--- src/rtl/bin_to_bcd8.sv ---
// Sequential binary-to-BCD converter (shift-add-3) driving eight display digits.
// Digit and overflow outputs update only on completion, so no partial value is ever visible.
module bin_to_bcd8 #(
  parameter int          BIN_W   = 27,
  parameter int unsigned MAX_VAL = 99_999_999
) (
  input  logic             clk,
  input  logic             reset,
  input  logic             start,
  input  logic [BIN_W-1:0] bin,
  output logic             busy,
  output logic             done,
  output logic             ovf,
  output logic [3:0]       uni,
  output logic [3:0]       ten,
  output logic [3:0]       hun,
  output logic [3:0]       tho,
  output logic [3:0]       tt,
  output logic [3:0]       ht,
  output logic [3:0]       mil,
  output logic [3:0]       tmil
);

  localparam int CNT_W = $clog2(BIN_W + 1);

  typedef enum logic [1:0] {IDLE, SHIFT, FIN} state_t;

  state_t           state, state_nxt;
  logic [BIN_W-1:0] bin_sh;
  logic [31:0]      scratch;
  logic [31:0]      adj;
  logic [31:0]      dig;
  logic [CNT_W-1:0] cnt;
  logic             ovf_pend;
  logic             over;

  // Overflow test on the raw input, zero-extended to 32 bits.
  assign over = (32'(bin) > 32'(MAX_VAL));
  assign busy = (state != IDLE);

  // Add-3 correction applied to all eight nibbles in parallel.
  always_comb begin
    adj = scratch;
    for (int i = 0; i < 8; i++) begin
      if (scratch[4*i +: 4] >= 4'd5) adj[4*i +: 4] = scratch[4*i +: 4] + 4'd3;
    end
  end

  // State register.
  always_ff @(posedge clk) begin
    if (reset) state <= IDLE;
    else       state <= state_nxt;
  end

  // Next-state logic: overflowing inputs skip the shift phase entirely.
  always_comb begin
    state_nxt = state;
    case (state)
      IDLE:    if (start) state_nxt = over ? FIN : SHIFT;
      SHIFT:   if (cnt == CNT_W'(BIN_W - 1)) state_nxt = FIN;
      FIN:     state_nxt = IDLE;
      default: state_nxt = IDLE;
    endcase
  end

  // Datapath: capture, shift with correction, then atomic commit to the outputs.
  always_ff @(posedge clk) begin
    if (reset) begin
      bin_sh   <= '0;
      scratch  <= '0;
      cnt      <= '0;
      ovf_pend <= 1'b0;
      dig      <= '0;
      ovf      <= 1'b0;
      done     <= 1'b0;
    end else begin
      done <= 1'b0;
      case (state)
        IDLE: if (start) begin
          bin_sh   <= bin;
          scratch  <= '0;
          cnt      <= '0;
          ovf_pend <= over;
        end
        SHIFT: begin
          scratch <= {adj[30:0], bin_sh[BIN_W-1]};
          bin_sh  <= bin_sh << 1;
          cnt     <= cnt + 1'b1;
        end
        FIN: begin
          dig  <= ovf_pend ? 32'h9999_9999 : scratch;
          ovf  <= ovf_pend;
          done <= 1'b1;
        end
        default: ;
      endcase
    end
  end

  assign uni  = dig[3:0];
  assign ten  = dig[7:4];
  assign hun  = dig[11:8];
  assign tho  = dig[15:12];
  assign tt   = dig[19:16];
  assign ht   = dig[23:20];
  assign mil  = dig[27:24];
  assign tmil = dig[31:28];

endmodule

--- config.mk ---
export PLATFORM = sky130hd
export DESIGN_NAME = bin_to_bcd8
export DESIGN_NICKNAME = d
export VERILOG_FILES = /design/src/rtl/bin_to_bcd8.sv
export SDC_FILE = /design/constraint.sdc
export NUM_CORES = 1
export LEC_CHECK = 0
export CORE_MARGIN = 4
export CORE_UTILIZATION = 33
export CTS_BUF_LIST = sky130_fd_sc_hd__clkbuf_16
export CTS_CLUSTER_SIZE = 28
export DETAILED_ROUTE_END_ITERATION = 8
export PLACE_DENSITY = 0.63
export SLEW_MARGIN = 0
export SYNTH_ARGS = -nofsm -noshare
export SYNTH_HDL_FRONTEND = slang
export SYNTH_SLANG_ARGS = --single-unit
--- constraint.sdc ---
create_clock -name clk -period 1.45 [get_ports clk]
set_clock_uncertainty 0.05 [all_clocks]
set_input_delay 0.2175 -clock clk [delete_from_list [all_inputs] [get_ports clk]]
set_output_delay 0.2175 -clock clk [all_outputs]
set_load 0.005 [all_outputs]
==> results of run 1 <==
-- power by group through the flow --
stage | clock (uW) | combinational, uW | sequential [uW]
6_report | 2450 | 1160 | 2990
5_1_grt | 2620 | 1280 | 3010
4_1_cts | 2530 | 1050 | 2990
3_5_place_dp | 0 | 1050 | 3060
3_3_place_gp | 0 | 1020 | 3060
2_1_floorplan | 0 | 643 | 3040
-- layout make-up --
type                       instances  area (um2)  area share [%]
tap                              180         225            3.42
inverter                          20        87.6            1.33
clock inverter                     7        73.8            1.12
multi-input combinational        432        2760            41.9
sequential                       101        2060            31.3
clock buffer                       9         225            3.42
timing repair buffer             117        1150            17.5
-- state kept, by name, indices dropped and copies added, names as in the netlist --
signal / flops
bin_sh: 27
cnt: 5
dig: 32
done: 1
ovf: 1
ovf_pend: 1
scratch: 32
state: 2
-- Yosys cell counts, drive strengths merged, types with 4 or more instances --
cell type	count
a21o	6
xnor2	14
nand3b	8
o211ai	6
buf	21
nor2	125
nor3	69
o21ai	19
a21oi	38
or3	8
a22oi	15
dfxtp	101
nand2	36
inv	20
nand4	4
a2bb2oi	26
ha	18
nand3	9
nand2b	10
a32oi	6
clkbuf	22
-- stage by stage --
stage	util [%]	setup TNS [ps]	hold slack, ps
2_1_floorplan	-	0	316
3_3_place_gp	41.6	-12420	391
3_5_place_dp	41.6	-13560	399
4_1_cts	44.0	-48.7	113
5_1_grt	47.0	-578	145
6_report	47.0	0	130
-- path summary, 6_finish.rpt --
| path | startpoint | endpoint | slack [ps] | cells past startpoint |
|---|---|---|---|---|
| worst max-delay path | state[0] | busy | 5 | 4 |
| worst min-delay path | reset | bin_sh[7] | 130 | 2 |
| worst max register to register | state[0] | scratch[1] | 20 | 6 |
| worst min register to register | dig[22] | dig[22] | 400 | 2 |
-- cell families (layout without fill, tap and decap cells) --
logic type,after synthesis,after routing,synth area share (%)
buf+inv,63,153,5.62
compound gates,120,120,17.1
flops,101,101,42.6
fa+ha+maj,18,18,4.75
mux,3,3,0.659
simple gates,276,277,26.6
xor+xnor,14,14,2.59
-- repair_timing --
action,in CTS,in global routing
gates cloned,0,3
resized for setup,59,100
buffers inserted,3,3
pin swaps,5,36
endpoints found under the setup margin,102,73
-- per-layer routing --
| metal | vias up | track usage, % |
|---|---|---|
| met5 | - | 0 |
| met4 | 0 | 4.87 |
| met3 | 15 | 4.33 |
| met2 | 87 | 23.6 |
| met1 | 2107 | 19.1 |
| li1 | 2230 | - |
==> run_results.csv, run 1 <==
group,metric,value,unit
synthesis,yosysSeqAreaShare,42.6,%
global_route,grt_max_degree,68,
sta,slew_violations,0,
power,ir_drop,0.628,mV
power,p_switching,1790,uW
critical_path,crit_chain,"buf_4 > nor2_4 > inv_1 > clkdlybuf4s15_1",
clock_tree,cts_buffer_depth,2,
synthesis,netlist_instances,595,
sta,setup_ws,4.80,ps
global_route,grt-ovfl-total,0,
critical_path,end_kind,"primary output",
die,start_util,33.9,%
synthesis,syn_area_per_cell,7.97,um2
drt,wl_met3,547,um
power,p_clk_share,37.1,%
drt,dr.pass1.iters,4,
clock_tree,clk_pin_slew,70,ps
sta,max_freq,692,MHz
critical_path,slowest_delay,360,ps
drt,final_antenna_net_count,0,
placed_design,pre_cts_ws,-385,ps
die,ios,65,
drt,wl,12300,um
cells_and_area,nets,729,
power,p_seq_share,45.3,%
critical_path,critPathRequiredTime,1180,ps
sta,rsz0062_at_grt,"yes",
critical_path,criticalPathCategory,"reg2out",
clock_tree,clock-root-buffer,"clkbuf_16",
synthesis,ys_seq_elements,101,
cells_and_area,drive_gt1_share,23.2,%
synthesis,synthDistinctLibCells,40,
cells_and_area,final_cell_area,6580,um2
sta,max_slew_margin,71.8,%
critical_path,cp_slowest_cell,"dfxtp_4",
clock_tree,numClockSinks,101,
die,coreArea,14000,um2
clock_tree,cts_hold_buffers,0,
placed_design,gp_congestion,0.801,
cells_and_area,final_common_cell,"nor2_1",
clock_tree,numCtsBuffers,9,
die,dieArea,16400,um2
cells_and_area,n_fill_cell,1360,
drt,vias,4439,
placed_design,dp_hpwl,7790,um
power,finalPower,6600,uW
sta,finalCritPeriodShare,99.7,%
critical_path,worstPathBufferInverterCount,3,
drt,drt-initial-drc-count,238,
global_route,track_usage,14.7,%
clock_tree,insertion_delay,360,ps
critical_path,cp_max_fo,3,
cells_and_area,instances_no_fill,866,
placed_design,place_area,5820,um2
power,p_leak,0.00274,uW
sta,finalSetupViolCount,0,
drt,wl_per_cell,14.2,um
placed_design,place_inst,841,
power,power_frac_comb,17.6,%
sta,final_hold_viol_count,0,
power,power.density,1000,nW/um2
min_path,hold_class,"in2reg",
synthesis,yosys_warnings,0,
cells_and_area,diodes,0,
clock_tree,cts_htree_levels,3,
synthesis,async_flop_share,0,%
die,die_h,128,um
synthesis,syn_area,4740,um2
synthesis,netlist.top_cell.by_area,"dfxtp_1",
critical_path,crit_family,"buffers and inverters",
drt,vias_per_cell,5.13,
synthesis,synth_top_area_share,42.6,%
critical_path,cp.arrival,1180,ps
power,p_int,4820,uW
drt,wl_met1,5810,um
placed_design,io_buffers,64,
power,swShare,27.0,%
synthesis,synth_edf_count,0,
drt,dr_wl_met2,5750,um
cells_and_area,area_growth,38.7,%
critical_path,crit_path_start_kind,"flip-flop",
drt,top_layer_used,"met4",
die,rows,43,
run,max_cap_violations,0,
die,die_w,128,um
cells_and_area,most-common-layout-cells,"121 x nor2_1, 76 x dfxtp_1, 65 x nor3_1",
clock_tree,tritoncts,"yes",
synthesis,synth_ff_type,"dfxtp_1",
global_route,antenna_found_initial,0,
sta,worstMarginPinSlew,421,ps
global_route,grt_pass1_vias,4272,
synthesis,syn_nets,643,
synthesis,synth_area_leaders,"dfxtp_1 43%, nor2_1 9.7%, nor3_1 7.2%, a2bb2oi_1 4.8%, ha_1 4.7%",
global_route,grt_pass1_wl,20000,um
status,status,"complete, no violations",
sta,min_period,1450,ps
drt,drc,0,
Note: power is estimated with default switching activity, not from simulation.
==> inputs of run 2 (changes only) <==
--- a/config.mk
+++ b/config.mk
@@ -11,7 +11,6 @@
 export CTS_CLUSTER_SIZE = 28
 export DETAILED_ROUTE_END_ITERATION = 8
 export PLACE_DENSITY = 0.63
-export SLEW_MARGIN = 0
 export SYNTH_ARGS = -nofsm -noshare
 export SYNTH_HDL_FRONTEND = slang
 export SYNTH_SLANG_ARGS = --single-unit
==> results of run 2 <==
No change in the layout: final DEF, timing and power equal those of run 1.
==> inputs of run 3 (changes only) <==
--- a/config.mk
+++ b/config.mk
@@ -5,6 +5,7 @@
 export SDC_FILE = /design/constraint.sdc
 export NUM_CORES = 1
 export LEC_CHECK = 0
+export CAP_MARGIN = 5
 export CORE_MARGIN = 4
 export CORE_UTILIZATION = 33
 export CTS_BUF_LIST = sky130_fd_sc_hd__clkbuf_16
==> results of run 3 <==
No change in the layout: final DEF, timing and power equal those of run 1.
